$ cat src/rtl/if_fetch_unit_pkg.sv
// Shared types and constants for the instruction-fetch stage.
package if_fetch_unit_pkg;

    typedef enum logic [1:0] {
        S_BOOT = 2'd0,
        S_REQ  = 2'd1,
        S_HOLD = 2'd2,
        S_ERR  = 2'd3
    } fetch_state_e;

    localparam logic [31:0] DEFAULT_RESET_VECTOR = 32'h0000_0000;
    localparam int unsigned WORD_BYTES           = 4;

endpackage

$ cat src/rtl/if_fetch_unit_if.sv
// Fetch-stage bus: instruction-memory handshake plus the decode-side controls and results.
interface if_fetch_unit_if;

    logic        imem_req;
    logic [31:0] imem_addr;
    logic        imem_ack;
    logic [31:0] imem_rdata;

    logic        stall;
    logic        branch_taken;
    logic [31:0] branch_offset;
    logic        jump;
    logic [25:0] jump_index;

    logic [31:0] instr;
    logic [31:0] instr_pc4;
    logic [15:0] imm16;
    logic        instr_valid;
    logic        fetch_err;

    modport master (
        output imem_req, imem_addr, instr, instr_pc4, imm16, instr_valid, fetch_err,
        input  imem_ack, imem_rdata, stall, branch_taken, branch_offset, jump, jump_index
    );

    modport slave (
        input  imem_req, imem_addr, instr, instr_pc4, imm16, instr_valid, fetch_err,
        output imem_ack, imem_rdata, stall, branch_taken, branch_offset, jump, jump_index
    );

endinterface

$ cat src/rtl/if_fetch_unit_pc_target_gen.sv
// Redirect target for the held instruction; a jump takes precedence over a taken branch.
module pc_target_gen
    import if_fetch_unit_pkg::*;
(
    input  logic [31:0] instr_pc4,
    input  logic [31:0] branch_offset,
    input  logic [25:0] jump_index,
    input  logic        jump,
    input  logic        branch_taken,
    output logic [31:0] next_redirect_pc,
    output logic        redirect
);

    logic [31:0] jump_target;
    logic [31:0] branch_target;

    assign jump_target   = {instr_pc4[31:28], jump_index, 2'b00};
    // Offset is a word count; the sum wraps modulo 2^32.
    assign branch_target = instr_pc4 + (branch_offset << 2);

    assign redirect         = jump | branch_taken;
    assign next_redirect_pc = jump ? jump_target : branch_target;

endmodule

$ cat src/rtl/if_fetch_unit.sv
// Instruction-fetch stage: PC register, req/ack fetch with timeout, held instruction for decode.
module if_fetch_unit
    import if_fetch_unit_pkg::*;
#(
    parameter logic [31:0] RESET_VECTOR = DEFAULT_RESET_VECTOR,
    parameter int unsigned MAX_WAIT     = 16
) (
    input logic            clk,
    input logic            rst,
    if_fetch_unit_if.master bus
);

    localparam int unsigned           CNT_W    = (MAX_WAIT > 1) ? $clog2(MAX_WAIT) : 1;
    localparam logic [CNT_W-1:0]      CNT_LAST = CNT_W'(MAX_WAIT - 1);
    localparam logic [31:0]           WORD_INC = 32'(WORD_BYTES);

    fetch_state_e     state_q, state_d;
    logic [31:0]      pc_q, pc_d;
    logic [31:0]      instr_q, instr_d;
    logic [31:0]      pc4_q, pc4_d;
    logic [CNT_W-1:0] cnt_q, cnt_d;

    logic [31:0] redirect_pc;
    logic        redirect;

    pc_target_gen u_target (
        .instr_pc4       (pc4_q),
        .branch_offset   (bus.branch_offset),
        .jump_index      (bus.jump_index),
        .jump            (bus.jump),
        .branch_taken    (bus.branch_taken),
        .next_redirect_pc(redirect_pc),
        .redirect        (redirect)
    );

    always_comb begin
        state_d = state_q;
        pc_d    = pc_q;
        instr_d = instr_q;
        pc4_d   = pc4_q;
        cnt_d   = cnt_q;
        unique case (state_q)
            S_BOOT: state_d = S_REQ;
            S_REQ: begin
                if (bus.imem_ack) begin
                    instr_d = bus.imem_rdata;
                    pc4_d   = pc_q + WORD_INC;
                    pc_d    = pc_q + WORD_INC;
                    cnt_d   = '0;
                    state_d = S_HOLD;
                end else if (cnt_q == CNT_LAST) begin
                    state_d = S_ERR;
                end else begin
                    cnt_d = cnt_q + CNT_W'(1);
                end
            end
            S_HOLD: begin
                // A redirect counts as consumption even while decode stalls.
                if (redirect) begin
                    pc_d    = redirect_pc;
                    state_d = S_REQ;
                end else if (!bus.stall) begin
                    state_d = S_REQ;
                end
            end
            S_ERR: state_d = S_ERR;
            default: state_d = S_ERR;
        endcase
    end

    always_ff @(posedge clk or posedge rst) begin
        if (rst) begin
            state_q <= S_BOOT;
            pc_q    <= RESET_VECTOR;
            instr_q <= '0;
            pc4_q   <= '0;
            cnt_q   <= '0;
        end else begin
            state_q <= state_d;
            pc_q    <= pc_d;
            instr_q <= instr_d;
            pc4_q   <= pc4_d;
            cnt_q   <= cnt_d;
        end
    end

    // Request, valid and error decode straight from state so reset drops them immediately.
    assign bus.imem_req    = (state_q == S_REQ);
    assign bus.imem_addr   = pc_q;
    assign bus.instr       = instr_q;
    assign bus.instr_pc4   = pc4_q;
    assign bus.imm16       = instr_q[15:0];
    assign bus.instr_valid = (state_q == S_HOLD);
    assign bus.fetch_err   = (state_q == S_ERR);

endmodule

$ cat src/flat_wrapper.sv
// flat-port wrapper written by rule: the top's interface ports become plain ports
module if_fetch_unit_flat import if_fetch_unit_pkg::*;
#(
    parameter logic [31:0] RESET_VECTOR = DEFAULT_RESET_VECTOR,
    parameter int unsigned MAX_WAIT     = 16
)
  (clk, rst, bus_imem_req, bus_imem_addr, bus_instr, bus_instr_pc4, bus_imm16, bus_instr_valid, bus_fetch_err, bus_imem_ack, bus_imem_rdata, bus_stall, bus_branch_taken, bus_branch_offset, bus_jump, bus_jump_index);
  if_fetch_unit_if bus_i ();
  input logic clk;
  input logic rst;
  output wire logic [$bits(bus_i.imem_req)-1:0] bus_imem_req;
  output wire logic [$bits(bus_i.imem_addr)-1:0] bus_imem_addr;
  output wire logic [$bits(bus_i.instr)-1:0] bus_instr;
  output wire logic [$bits(bus_i.instr_pc4)-1:0] bus_instr_pc4;
  output wire logic [$bits(bus_i.imm16)-1:0] bus_imm16;
  output wire logic [$bits(bus_i.instr_valid)-1:0] bus_instr_valid;
  output wire logic [$bits(bus_i.fetch_err)-1:0] bus_fetch_err;
  input wire logic [$bits(bus_i.imem_ack)-1:0] bus_imem_ack;
  input wire logic [$bits(bus_i.imem_rdata)-1:0] bus_imem_rdata;
  input wire logic [$bits(bus_i.stall)-1:0] bus_stall;
  input wire logic [$bits(bus_i.branch_taken)-1:0] bus_branch_taken;
  input wire logic [$bits(bus_i.branch_offset)-1:0] bus_branch_offset;
  input wire logic [$bits(bus_i.jump)-1:0] bus_jump;
  input wire logic [$bits(bus_i.jump_index)-1:0] bus_jump_index;
  assign bus_imem_req = bus_i.imem_req;
  assign bus_imem_addr = bus_i.imem_addr;
  assign bus_instr = bus_i.instr;
  assign bus_instr_pc4 = bus_i.instr_pc4;
  assign bus_imm16 = bus_i.imm16;
  assign bus_instr_valid = bus_i.instr_valid;
  assign bus_fetch_err = bus_i.fetch_err;
  assign bus_i.imem_ack = bus_imem_ack;
  assign bus_i.imem_rdata = bus_imem_rdata;
  assign bus_i.stall = bus_stall;
  assign bus_i.branch_taken = bus_branch_taken;
  assign bus_i.branch_offset = bus_branch_offset;
  assign bus_i.jump = bus_jump;
  assign bus_i.jump_index = bus_jump_index;
  if_fetch_unit #(.RESET_VECTOR(RESET_VECTOR), .MAX_WAIT(MAX_WAIT)) u_core (.clk(clk), .rst(rst), .bus(bus_i));
endmodule
$ cat config.mk
export PLATFORM = sky130hd
export DESIGN_NAME = if_fetch_unit_flat
export DESIGN_NICKNAME = d
export VERILOG_FILES = /design/src/rtl/if_fetch_unit_pkg.sv /design/src/rtl/if_fetch_unit_if.sv /design/src/rtl/if_fetch_unit_pc_target_gen.sv /design/src/rtl/if_fetch_unit.sv /design/src/flat_wrapper.sv
export SDC_FILE = /design/constraint.sdc
export NUM_CORES = 1
export LEC_CHECK = 0
export BUFFER_PORTS_ARGS = -buffer_cell sky130_fd_sc_hd__buf_2
export CAP_MARGIN = 0
export CORE_ASPECT_RATIO = 0.8
export CORE_MARGIN = 2
export CORE_UTILIZATION = 47
export DETAILED_ROUTE_END_ITERATION = 8
export PLACE_DENSITY = 0.79
export SETUP_SLACK_MARGIN = 0.5
export SLEW_MARGIN = 10
export SYNTH_ARGS = -nofsm -noshare
export SYNTH_HDL_FRONTEND = slang
export SYNTH_SLANG_ARGS = --single-unit
$ cat constraint.sdc
create_clock -name clk -period 3.9 [get_ports clk]
set_clock_uncertainty 0.15 [all_clocks]
set_input_delay 0.975 -clock clk [delete_from_list [all_inputs] [get_ports clk]]
set_output_delay 0.975 -clock clk [all_outputs]
set_load 0.005 [all_outputs]
Yosys cells after proc, flatten, opt, wreduce, memory -nomap -nowiden
Cells that the tools add are included.

cells by class
  reductions and logical operators = 6
  muxes and demuxes = 11
  bitwise operators = 1
  $add $sub $neg = 3
  equality and inequality tests = 9

operators by type and width
  operator                                                                  number
  32-bit 2-to-1 mux                                                         3
  32-bit one-hot mux with 2 select lines                                    1
  32-bit by 3-bit adder with 32-bit output (second input constant)          1
  32-bit adder                                                              1
  2-bit 2-to-1 mux                                                          4
  4-bit 2-to-1 mux                                                          2
  2-bit one-hot mux with 4 select lines                                     1
  2-bit AND reduction                                                       3
  4-bit by 1-bit adder with 4-bit output (second input constant)            1
  2-bit == test (second input constant)                                     2
  4-bit == test (second input constant)                                     1
  2-bit by 1-bit inequality test with 1-bit output (second input constant)  2
  3-bit by 1-bit inequality test with 1-bit output (second input constant)  1
  3-bit by 2-bit inequality test with 1-bit output (second input constant)  1
  3-bit AND reduction                                                       1
  2-bit by 1-bit == test with 1-bit output (second input constant)          1
  2-bit logical NOT                                                         1
  2-bit inequality test (second input constant)                             1
  2-bit nonzero test                                                        1
  1-bit OR                                                                  1

word-level totals
  word-level logic and storage cells = 35
  output and inout port bits = 115
  flip-flop bits (word level) = 102
  input bits = 96

Depth between registers and ports, before layout
Gate-level depths: netlist (run 1).

  depth in word-level cells = 4
  depth in mapped cells = 11
  gate-level depth less buffers = 11

By module
From an unflattened synthesis (run 1), not the netlist that was laid out.

second synthesis, totals
  cell total of the unflattened synthesis = 764
  area, all modules = 7081.8 µm²

by module, submodules not included
  module         instances  area each (µm²)  cells each  seq. area each (µm²)
  if_fetch_unit  1          5237.5           503         2552.4
  pc_target_gen  1          1844.3           261         0.0

Worst setup path before layout (run 1)
Ideal clock, no wire load.

  path kind = in2reg
  start point = in bus_branch_offset[0]
  end point = reg u_core.pc_q[24] (netlist: u_core.bus.imem_addr[24])
  data arrival time = 3.272 ns
  library setup time = 0.125 ns
  slack = 0.352 ns
  path buffers = 0
  stages = 11
  data required time = 3.625 ns
  cell sequence = ha_1 -> fa_1 -> a211oi_2 -> o21ai_0 -> nor3b_2 -> o21ai_2 -> a211oi_1 -> o32a_1 -> a311oi_2 -> xor2_1 -> o21ai_1

on the way
  longest elaborated chain between the ends = 4

ends and longest elaborated chain
  item                                    RTL line                           source
  start: declaration                      flat_wrapper.sv:22                 input wire logic [$bits(bus_i.branch_offset)-1:0] bus_branch_offset;
  32-bit adder                            if_fetch_unit_pc_target_gen.sv:19  assign branch_target = instr_pc4 + (branch_offset << 2);
  32-bit 2-to-1 mux                       if_fetch_unit_pc_target_gen.sv:22  assign next_redirect_pc = jump ? jump_target : branch_target;
  32-bit 2-to-1 mux                       if_fetch_unit.sv:59                if (redirect) begin
  32-bit one-hot mux with 2 select lines  if_fetch_unit.sv:42                unique case (state_q)
  end signal: assignment                  if_fetch_unit.sv:80                pc_q <= pc_d;
  end: declaration                        if_fetch_unit.sv:18                logic [31:0] pc_q, pc_d;

Every way passes these cells. The select of a mux whose other input is x is not followed.
A chain may end at the register's enable or synchronous reset.

Worst setup path after layout (run 1)
Same ends and word-level chain as after synthesis.

==> run summary, run 1 <==
Status = complete, no violations
DP Worst Slack = 0.09196 ns
Antenna diodes = 0
Clock Pin Slew Worst Setup and Hold Paths = 0.08 ns
CP dominant cell by count = o21ai_2
Core area = 0.01365 mm^2
Die height = 110.2 um
P&R area growth vs syn = 22.04%
Commonest cells post-synth = nand2_1, dfrtp_1, o21ai_0
Hpwl dp = 14.18 mm
Final setup violation count = 0
Die area = 0.01507 mm^2
Post-route minimum period = 3.327 ns
Worst EP arrival = 3.40 ns
Slew of the pin with the lowest slew margin = 0.6097 ns
Yosys top cell by area = dfrtp_1
CP delay by family, top = compound AO/OA/AOI/OAI gates
TritonRoute pass-1 iters = 6
Crit share post-route = 85.32%
Nets = 1123
Via Count = 6653
Crit path buffers/inverters = 1
GRT Overall Usage = 25.80%
Sequential share of the synthesized area = 38.52%
Pin count of the biggest net entering global routing = 64
Worst slew margin = 59.35%
Starting density of the core = 48.56%
CTS tree = done
First-pass GRT wire length = 30.61 mm
Synthesized area = 0.006626 mm^2
Cell chosen for the clock root = clkbuf_16
Static Leak = 3.994 nW
Worst R2R Setup Slack = 0.68 ns
Area fraction of the dominant cell type after synthesis = 38.52%
Startpoint Class = input pin
Fmax = 0.3005 GHz
RSZ-0062 raised after global routing = no
Clock Path Buffers = 2
Worst path max stage delay = 0.38 ns
Count leader, synth = nand2_1
Num ports = 211
Net Count, Synth = 939
Initial antenna violation count = 0
CP max FO = 3
Drt wl/cell = 16.63 um
Fillers = 1240
Syn avg cell area = 8.171 um^2
Worst hold path type = flip-flop to flip-flop
Yosys reg bits = 102
Fin Setup TNS = 0 ns
Syn Inst Count = 811
Cell Pwr Density = 727.2 mW/mm^2
Final non-filler cell total = 1180
Share of post-route cells with drive strength above 1 = 26.50%
Post-route cell area = 0.008087 mm^2
Vias in the first global route = 6061
Hold Violations, Final = 0
Max Cap Viol = 0
Largest family of logic cells by synthesized area = simple AND/OR/NAND/NOR gates
Num CTS Buffers = 9
Area contributors post-synth = dfrtp_1, nand2_1, ha_1
Synth Area in Simple Gates = 21.62%
Vias per cell = 5.638
CTS sink count = 102
Final wirelength = 19.63 mm
Placed insts = 1162
Share of flip-flops with an asynchronous set or reset = 100.0%
YS warnings = 0
Critical path class = input pin to flip-flop
Crit path max-delay cell type = fa_2
Req. time, crit path = 3.97 ns
Critical-path cell list = buf_2 -> ha_2 -> fa_2 -> a211oi_2 -> o21ai_2 -> nor3b_2 -> o21ai_2 -> a211oi_1 -> o32a_1 -> a311oi_2 -> xor2_1 -> o21ai_1
Post-synth EDFFs = 0
CP endpoint kind = flip-flop
Yosys cell types = 68
Post-Synth Adder-Cell Area = 6.156%
WHS = 0.3272 ns
Post-Synth XOR/XNOR Area = 6.477%
Peak supply drop = 0.0003489 V
Multiplexer area fraction after synthesis = 0.9252%
Placed cell areas = 0.007750 mm^2
Post-route ant nets = 0
Total grt overflow = 0
Port bufs = 208
DRC = 0
Setup WS post-layout = 0.5726 ns
Synth Area in Compound Gates = 21.39%
Initial DRC count = 512
Slew Viols, Final = 0
RePlAce Congestion = 0.9270
Die width = 136.8 um
Row count = 38
Clock latency at the later pin of the worst-skew pair = 0.35 ns
# H-tree levels = 3
Top_reg_cell synth = dfrtp_1
metrics by stage:
stage          util (%)  power (mW)
3_3_place_gp      56.79       4.818
4_1_cts           59.11       5.847
5_1_grt           59.26       6.363
3_5_place_dp      56.79       4.888
6_report          59.26       5.881
2_1_floorplan         -       3.897
path summary, 6_finish.rpt:
kind                                                     start                              endpoint  depth (start not counted)
setup / recovery                          bus_branch_offset[0]  u_core.bus.imem_addr[24]$_DFFE_PP0P_                         12
hold / removal                u_core.bus.instr[16]$_DFFE_PP0P_      u_core.bus.instr[16]$_DFFE_PP0P_                          2
setup reg to reg           u_core.bus.imem_addr[2]$_DFFE_PP0P_  u_core.bus.imem_addr[24]$_DFFE_PP0P_                         11
hold reg to reg               u_core.bus.instr[16]$_DFFE_PP0P_      u_core.bus.instr[16]$_DFFE_PP0P_                          2
max in group asynchronous                                  rst  u_core.bus.instr_pc4[18]$_DFFE_PP0P_                          3
min in group asynchronous                                  rst       u_core.bus.instr[1]$_DFFE_PP0P_                          3
layout make-up:
type	instances	area, um^2	area share [%]
Sequential cell	102	2552	31.56
Timing Repair Buffer	225	1181	14.61
Tap cell	180	225.2	2.785
Multi-Input combinational cell	645	3770	46.62
Clock buffer	9	225.2	2.785
Clock inverter	7	83.83	1.037
Inverter	12	48.80	0.6034
what timing repair did:
item,CTS,global route
setup buffers,0,2
hold buffers,0,0
gates resized for setup,1,3
pin swaps,0,4
endpoints found under the setup margin,2,3
metal layers:
layer  share of wire (%)  up-vias  global-route usage (%)
li1                    -     3211                       -
met1                  46     3102                   37.72
met2                  44      317                   39.54
met3                 9.1       23                   5.030
met4                 1.3        0                   5.952
met5                   0        -                       0
placed cells by master (no fill, tap or decap), types with 6 or more instances in the layout:
| master | instances |
|---|---|
| nand2b_1 | 7 |
| clkbuf_16 | 9 |
| a211oi_1 | 9 |
| nand2_1 | 202 |
| ha_1 | 30 |
| o21a_1 | 7 |
| xor2_1 | 25 |
| nand3_1 | 27 |
| xnor2_1 | 24 |
| o22ai_1 | 12 |
| nand4_1 | 9 |
| o21ai_0 | 70 |
| and3_1 | 11 |
| nor2_1 | 46 |
| buf_4 | 16 |
| a21o_1 | 11 |
| a21oi_1 | 60 |
| inv_1 | 10 |
| dfrtp_1 | 102 |
| buf_2 | 208 |
| a22o_1 | 6 |
| a31oi_1 | 6 |
flip-flops by register name (all words and copies together) (netlist names):
name,cells
u_core.cnt_q,4
u_core.state_q,2
u_core.bus.instr,32
u_core.bus.imem_addr,32
u_core.bus.instr_pc4,32
report_power, final:
part / total [mW] / internal [mW] / switching (mW) / leakage [nW]
clock: 0.926 / 0.462 / 0.464 / 0.151
combinational: 2.90 / 1.34 / 1.56 / 2.60
sequential: 2.05 / 1.53 / 0.529 / 1.24
tightest hold or removal path: stages (launching register included):
cell	delay, ns
dfrtp_1	0.35
nand2_1	0.05
nand2_1	0.05
kinds of logic after synthesis:
| family | after synthesis |
|---|---|
| xor gates and xnor gates | 49 |
| and+or+nand+nor | 331 |
| buffers and inverters | 64 |
| DFF | 102 |
| adders and majority gates | 32 |
| muxes | 6 |
| AOI/OAI and AO/OA | 227 |
Power figures use the tool's default switching activity.
==> run 2: changes to the inputs <==
CORE_UTILIZATION = 48   (was 47)
SYNTH_HIERARCHICAL = 1   (was default)
==> run 2 against run 1 <==
Compared with the run above: design area up 8.7%; global-route usage down 1.2 points; hold slack improved by 0.035 ns; register-to-register slack better by 0.07 ns; routed wire length grew 0.88%; first-iteration DRC count is 2.1% lower; via count shrank 2.0%; non-clock buffer count rose by 4; largest cell class unchanged; largest power group unchanged.
==> run summary, run 2 <==
Status = complete, no violations (unchanged)
TritonRoute pass-1 iters = 5 (was 6)
RSZ-0062 raised after global routing = yes (was no)
Hpwl dp = 14.12 mm (was 14.18 mm)
Num ports = 211 (unchanged)
P&R area growth vs syn = 24.12% (was 22.04%)
Net Count, Synth = 896 (was 939)
NetSw = 3.152 mW (was 2.556 mW)
CTS sink count = 102 (unchanged)
Critical path class = input pin to flip-flop (unchanged)
Slew Viols, Final = 0 (unchanged)
Clock latency at the later pin of the worst-skew pair = 0.35 ns (about the same)
Sequential share of the synthesized area = 36.04% (was 38.52%)
Fmax = 0.2921 GHz (was 0.3005 GHz)
Peak supply drop = 0.0004450 V (was 0.0003489 V)
Commonest cells post-synth = dfrtp_1, nand2_1, o21ai_0 (was nand2_1, dfrtp_1, o21ai_0)
CP dominant cell by count = a21o_1 (was o21ai_2)
Initial DRC count = 501 (was 512)
Switching Share = 44.79% (was 43.47%)
Placed cell areas = 0.008189 mm^2 (was 0.007750 mm^2)
Share of post-route cells with drive strength above 1 = 36.28% (was 26.50%)
Post-route cell area = 0.008790 mm^2 (was 0.008087 mm^2)
First-pass GRT wire length = 31.71 mm (was 30.61 mm)
Starting density of the core = 49.36% (was 48.56%)
Vias in the first global route = 6245 (was 6061)
Int Power = 3.885 mW (was 3.324 mW)
Clock power share = 13.3% (was 15.8%)
# hold bufs at CTS = 0 (unchanged)
Clock Pin Slew Worst Setup and Hold Paths = 0.08 ns (about the same)
Cell Pwr Density = 800.5 mW/mm^2 (was 727.2 mW/mm^2)
Num CTS Buffers = 9 (unchanged)
Yosys top cell by area = dfrtp_1 (unchanged)
# H-tree levels = 3 (unchanged)
YS warnings = 6 (was 0)
Core area = 0.01435 mm^2 (was 0.01365 mm^2)
Post-route ant nets = 0 (unchanged)
DRC = 0 (unchanged)
GRT Overall Usage = 24.57% (was 25.80%)
Slew of the pin with the lowest slew margin = 1.019 ns (was 0.6097 ns)
Port bufs = 208 (unchanged)
Synthesized area = 0.007082 mm^2 (was 0.006626 mm^2)
Crit path max-delay cell type = a2111oi_4 (was fa_2)
Hold Path Depth = 1 (was 2)
CTS tree = done (unchanged)
Worst EP arrival = 3.51 ns (was 3.40 ns)
Tot Pwr = 7.036 mW (was 5.881 mW)
Row count = 39 (was 38)
Worst r2r path cells = 12 (was 11)
Most frequent cells in the layout = buf_2, dfrtp_1, nand2_1 (was buf_2, nand2_1, dfrtp_1)
Max Cap Viol = 0 (unchanged)
Flop pwr share = 29.8% (was 34.9%)
Static Leak = 4.071 nW (was 3.994 nW)
Final non-filler cell total = 1135 (was 1180)
Die width = 139.8 um (was 136.8 um)
Area fraction of the dominant cell type after synthesis = 36.04% (was 38.52%)
Comb power frac = 56.9% (was 49.3%)
Post-route minimum period = 3.424 ns (was 3.327 ns)
Syn avg cell area = 9.269 um^2 (was 8.171 um^2)
Commonest non-fill, non-tap cell in the layout = buf_2 (unchanged)
Via Count = 6517 (was 6653)
RePlAce Congestion = 0.9148 (was 0.9270)
Count leader, synth = dfrtp_1 (was nand2_1)
Fin Setup TNS = 0 ns (unchanged)
Vias per cell = 5.742 (was 5.638)
Share of flip-flops with an asynchronous set or reset = 100.0% (unchanged)
Worst slew margin = 32.04% (was 59.35%)
Critical-path cell list = buf_2 -> ha_4 -> a21o_1 -> a21o_1 -> a2111oi_4 -> a31oi_2 -> a211o_1 -> a21oi_1 -> xor2_1 -> o21ai_1 -> nor2_1 -> a31oi_1 -> o22a_1 (was buf_2 -> ha_2 -> fa_2 -> a211oi_2 -> o21ai_2 -> nor3b_2 -> o21ai_2 -> a211oi_1 -> o32a_1 -> a311oi_2 -> xor2_1 -> o21ai_1)
Fillers = 1245 (was 1240)
Placed insts = 1111 (was 1162)
Worst R2R Setup Slack = 0.75 ns (was 0.68 ns)
Pin count of the biggest net entering global routing = 95 (was 64)
WHS = 0.3626 ns (was 0.3272 ns)
Startpoint Class = input pin (unchanged)
Top_reg_cell synth = dfrtp_1 (unchanged)
Hold Violations, Final = 0 (unchanged)
Final wirelength = 19.80 mm (was 19.63 mm)
Crit share post-route = 87.80% (was 85.32%)
Yosys cell types = 70 (was 68)
Die area = 0.01575 mm^2 (was 0.01507 mm^2)
CP max FO = 6 (was 3)
Area contributors post-synth = dfrtp_1, mux2_2, ha_1 (was dfrtp_1, nand2_1, ha_1)
Req. time, crit path = 3.98 ns (was 3.97 ns)
Worst path max stage delay = 0.45 ns (was 0.38 ns)
CP endpoint kind = flip-flop (unchanged)
Die height = 112.6 um (was 110.2 um)
Clock Path Buffers = 2 (unchanged)
Yosys reg bits = 102 (unchanged)
Antenna diodes = 0 (unchanged)
Initial antenna violation count = 0 (unchanged)
Total grt overflow = 0 (unchanged)
Post-synth EDFFs = 0 (unchanged)
Nets = 1078 (was 1123)
Final setup violation count = 0 (unchanged)
Syn Inst Count = 764 (was 811)
Cell chosen for the clock root = clkbuf_16 (unchanged)
Worst hold path type = flip-flop to flip-flop (unchanged)
Drt wl/cell = 17.44 um (was 16.63 um)
## run 2: per-layer routing
metal  GRT usage, %  vias up  routed length (um)
met5              0        -                   0
met4          4.133        0                 137
met3          4.394       15                1485
met2          38.83      270                8914
met1          36.01     3127                9261
li1               -     3105                   -
## run 2: logic make-up after synthesis
| logic type | after synthesis | share of synthesized area, % |
|---|---|---|
| simple gates | 231 | 18.13 |
| compound gates | 228 | 20.85 |
| flops | 102 | 36.04 |
| buf+inv | 68 | 4.788 |
| xor+xnor | 54 | 6.679 |
| mux | 45 | 7.049 |
| fa+ha+maj | 36 | 6.466 |
## run 2: final cells by class
cell class / count / area (um^2) / area share, %
multi-input combinational: 594 / 4446 / 50.58
tap: 184 / 230.2 / 2.619
sequential: 102 / 2552 / 29.04
clock inverter: 7 / 86.33 / 0.9822
clock buffer: 9 / 225.2 / 2.562
timing repair buffer: 229 / 1209 / 13.75
inverter: 10 / 41.29 / 0.4698
## run 2: final timing paths
check / endpoint / from
worst max-delay path: u_core/bus.imem_addr[24]$_DFFE_PP0P_ / bus_branch_offset[13]
worst min-delay path: u_core/bus.instr[21]$_DFFE_PP0P_ / u_core/bus.instr[21]$_DFFE_PP0P_
worst max register to register: u_core/bus.imem_addr[24]$_DFFE_PP0P_ / u_core/bus.instr_pc4[15]$_DFFE_PP0P_
worst min register to register: u_core/bus.instr[21]$_DFFE_PP0P_ / u_core/bus.instr[21]$_DFFE_PP0P_
max in group asynchronous: u_core/bus.imem_addr[6]$_DFFE_PP0P_ / rst
min in group asynchronous: u_core/bus.imem_addr[28]$_DFFE_PP0P_ / rst
## run 2: critical path, delay by kind of cell
kind                       cells  cell delay, ns
buffers and inverters          1            0.11
xor gates and xnor gates       1            0.16
adders and majority gates      1            0.24
AOI/OAI and AO/OA              9            1.91
and+or+nand+nor                1            0.11
## run 2: metrics by stage
stage	util [%]	worst slack [ns]
global placement	57.08	0.03346
floorplan	-	0.5153
detailed placement	57.08	0.04775
finish	61.27	0.4759
global route	61.27	0.3747
CTS	60.27	0.4934
## run 2: power groups by stage
stage	Clock (mW)	Combinational, mW	Sequential (mW)
finish	0.934	4.00	2.10
global route	0.996	4.37	2.18
CTS	0.955	3.84	2.08
detailed placement	0	3.72	2.08
global placement	0	3.65	2.06
floorplan	0	2.62	2.01
## run 2: repair_timing
action | CTS | global route
gates resized for setup | 16 | 21
pin swaps | 9 | 9
buffers inserted | 5 | 3
setup endpoints to repair | 7 | 12
==> run 3: changes to the inputs <==
PLACE_DENSITY = 0.78   (was 0.79)
==> run 3 against run 2 <==
Compared with the run above: sequential share of layout area barely moved; critical path depth stayed put; largest power group unchanged; sequential power barely moved; combinational power hardly changed; design area about the same; highest routed layer unchanged; global-route usage is 0.20 points higher; power down 0.70%; hold slack got worse by 0.0069 ns; via count barely moved; routed wire length down 0.99%.
==> run summary, run 3 (same netlist as run 2, synthesis figures left out) <==
CTS sink count = 102 (unchanged)
Most frequent cells in the layout = buf_2, dfrtp_1, nand2_1 (unchanged)
Num ports = 211 (unchanged)
Commonest non-fill, non-tap cell in the layout = buf_2 (unchanged)
Cell Pwr Density = 795.2 mW/mm^2 (was 800.5 mW/mm^2)
Slew Viols, Final = 0 (unchanged)
Total grt overflow = 0 (unchanged)
# hold bufs at CTS = 0 (unchanged)
Row count = 39 (unchanged)
Crit share post-route = 86.54% (was 87.80%)
Startpoint Class = input pin (unchanged)
RePlAce Congestion = 0.8980 (was 0.9148)
Int Power = 3.880 mW (was 3.885 mW)
Port bufs = 208 (unchanged)
Nets = 1081 (was 1078)
Final wirelength = 19.60 mm (was 19.80 mm)
Initial antenna violation count = 0 (unchanged)
Status = complete, no violations (unchanged)
Clock Pin Slew Worst Setup and Hold Paths = 0.07 ns (was 0.08 ns)
Hold Crit Start = u_core/bus.instr[16]$_DFFE_PP0P_ (was u_core/bus.instr[21]$_DFFE_PP0P_)
Core area = 0.01435 mm^2 (unchanged)
Clock latency at the later pin of the worst-skew pair = 0.36 ns (was 0.35 ns)
Die width = 139.8 um (unchanged)
Worst R2R Setup Slack = 0.72 ns (was 0.75 ns)
GRT Overall Usage = 24.77% (was 24.57%)
WHS = 0.3557 ns (was 0.3626 ns)
RSZ-0062 raised after global routing = yes (unchanged)
Worst EP arrival = 3.50 ns (was 3.51 ns)
Clock power share = 13.1% (was 13.3%)
Clock Path Buffers = 2 (unchanged)
TritonRoute pass-1 iters = 5 (unchanged)
Post-route ant nets = 0 (unchanged)
Comb power frac = 57.0% (was 56.9%)
Antenna diodes = 0 (unchanged)
CP max FO = 6 (unchanged)
Worst r2r path cells = 13 (was 12)
Hold Violations, Final = 0 (unchanged)
Flop pwr share = 29.9% (was 29.8%)
Req. time, crit path = 4.02 ns (was 3.98 ns)
Hold Path Depth = 1 (unchanged)
Static Leak = 4.100 nW (was 4.071 nW)
Worst slew margin = 32.16% (was 32.04%)
Post-route minimum period = 3.375 ns (was 3.424 ns)
Initial DRC count = 460 (was 501)
Pin count of the biggest net entering global routing = 103 (was 95)
Peak supply drop = 0.0004145 V (was 0.0004450 V)
First-pass GRT wire length = 31.68 mm (was 31.71 mm)
Vias per cell = 5.731 (was 5.742)
Hpwl dp = 14.01 mm (was 14.12 mm)
Reg2reg end = u_core/bus.imem_addr[31]$_DFFE_PP0P_ (was u_core/bus.imem_addr[24]$_DFFE_PP0P_)
CTS tree = done (unchanged)
Switching Share = 44.48% (was 44.79%)
R2r startpoint = u_core/bus.instr_pc4[3]$_DFFE_PP0P_ (was u_core/bus.instr_pc4[15]$_DFFE_PP0P_)
Max Cap Viol = 0 (unchanged)
Cell chosen for the clock root = clkbuf_16 (unchanged)
Slew of the pin with the lowest slew margin = 1.018 ns (was 1.019 ns)
Worst hold path type = flip-flop to flip-flop (unchanged)
Die height = 112.6 um (unchanged)
# H-tree levels = 3 (unchanged)
Fmax = 0.2963 GHz (was 0.2921 GHz)
Share of post-route cells with drive strength above 1 = 35.74% (was 36.28%)
Starting density of the core = 49.36% (unchanged)
CP endpoint kind = flip-flop (unchanged)
Final setup violation count = 0 (unchanged)
P&R area growth vs syn = 24.08% (was 24.12%)
Die area = 0.01575 mm^2 (unchanged)
DRC = 0 (unchanged)
Drt wl/cell = 17.22 um (was 17.44 um)
NetSw = 3.108 mW (was 3.152 mW)
Via Count = 6522 (was 6517)
Vias in the first global route = 6205 (was 6245)
Fillers = 1219 (was 1245)
Critical path class = input pin to flip-flop (unchanged)
Post-layout util = 61.25% (was 61.27%)
Num CTS Buffers = 9 (unchanged)
Hold path endpoint = u_core/bus.instr[16]$_DFFE_PP0P_ (was u_core/bus.instr[21]$_DFFE_PP0P_)
## run 3: metrics by stage
step | cell area (um^2) | setup WS (ns) | setup TNS [ns] | cells | total power, mW
floorplan | 7107 | 0.5153 | 0 | 764 | 4.633
global placement | 8217 | 0.04011 | 0 | 1113 | 5.713
detailed placement | 8217 | -0.006491 | -0.006491 | 1113 | 5.812
CTS | 8628 | 0.4828 | 0 | 1132 | 6.844
global route | 8787 | 0.3492 | 0 | 1138 | 7.527
finish | 8787 | 0.5249 | 0 | 1138 | 6.987
## run 3: per-layer routing
layer / share of wire [%] / track usage, % / up-vias
li1: - / - / 3131
met1: 46 / 35.89 / 3087
met2: 45 / 38.86 / 286
met3: 8.1 / 5.333 / 18
met4: 0.91 / 4.400 / 0
met5: 0 / 0 / -
## run 3: area by class of cell
| class | count | area (um^2) | area share (%) |
|---|---|---|---|
| Clock buffer | 9 | 225.2 | 2.563 |
| Timing Repair Buffer | 232 | 1260 | 14.34 |
| Inverter | 10 | 41.29 | 0.4699 |
| Sequential cell | 102 | 2552 | 29.05 |
| Clock inverter | 7 | 72.57 | 0.8259 |
| Tap cell | 184 | 230.2 | 2.620 |
| Multi-Input combinational cell | 594 | 4405 | 50.14 |
## run 3: critical path, stage by stage
cell	delay (ns)
buf_2	0.10
ha_1	0.38
nand4_1	0.23
nor3_4	0.25
o21ai_4	0.11
a311oi_4	0.38
a31oi_1	0.15
buf_4	0.17
a2111o_1	0.35
o311ai_1	0.08
and3_1	0.19
a21oi_1	0.04
o211ai_1	0.09
## run 3: power by group through the flow
| stage | clock network [mW] | registers, mW | logic, mW |
|---|---|---|---|
| finish | 0.913 | 2.09 | 3.98 |
| global route | 0.977 | 2.18 | 4.37 |
| CTS | 0.935 | 2.09 | 3.82 |
| detailed placement | 0 | 2.08 | 3.73 |
| global placement | 0 | 2.06 | 3.65 |
| floorplan | 0 | 2.01 | 2.62 |
## run 3: how the worst max path moves through the flow
| stage | from | end | cells after the start |
|---|---|---|---|
| floorplan | bus_branch_offset[22] | u_core/bus.imem_addr[31]$_DFFE_PP0P_ | 12 |
| global placement | bus_branch_offset[1] | u_core/bus.imem_addr[31]$_DFFE_PP0P_ | 14 |
| detailed placement | bus_branch_offset[1] | u_core/bus.imem_addr[31]$_DFFE_PP0P_ | 14 |
| CTS | bus_branch_offset[0] | u_core/bus.imem_addr[31]$_DFFE_PP0P_ | 14 |
| global route | bus_branch_offset[16] | u_core/bus.imem_addr[31]$_DFFE_PP0P_ | 14 |
| finish | bus_branch_offset[14] | u_core/bus.imem_addr[29]$_DFFE_PP0P_ | 13 |
## run 3: repair_timing
action / in CTS / in global routing
gates resized for setup: 11 / 22
pin swaps: 10 / 14
endpoints found under the setup margin: 6 / 11
buffers inserted: 3 / 6
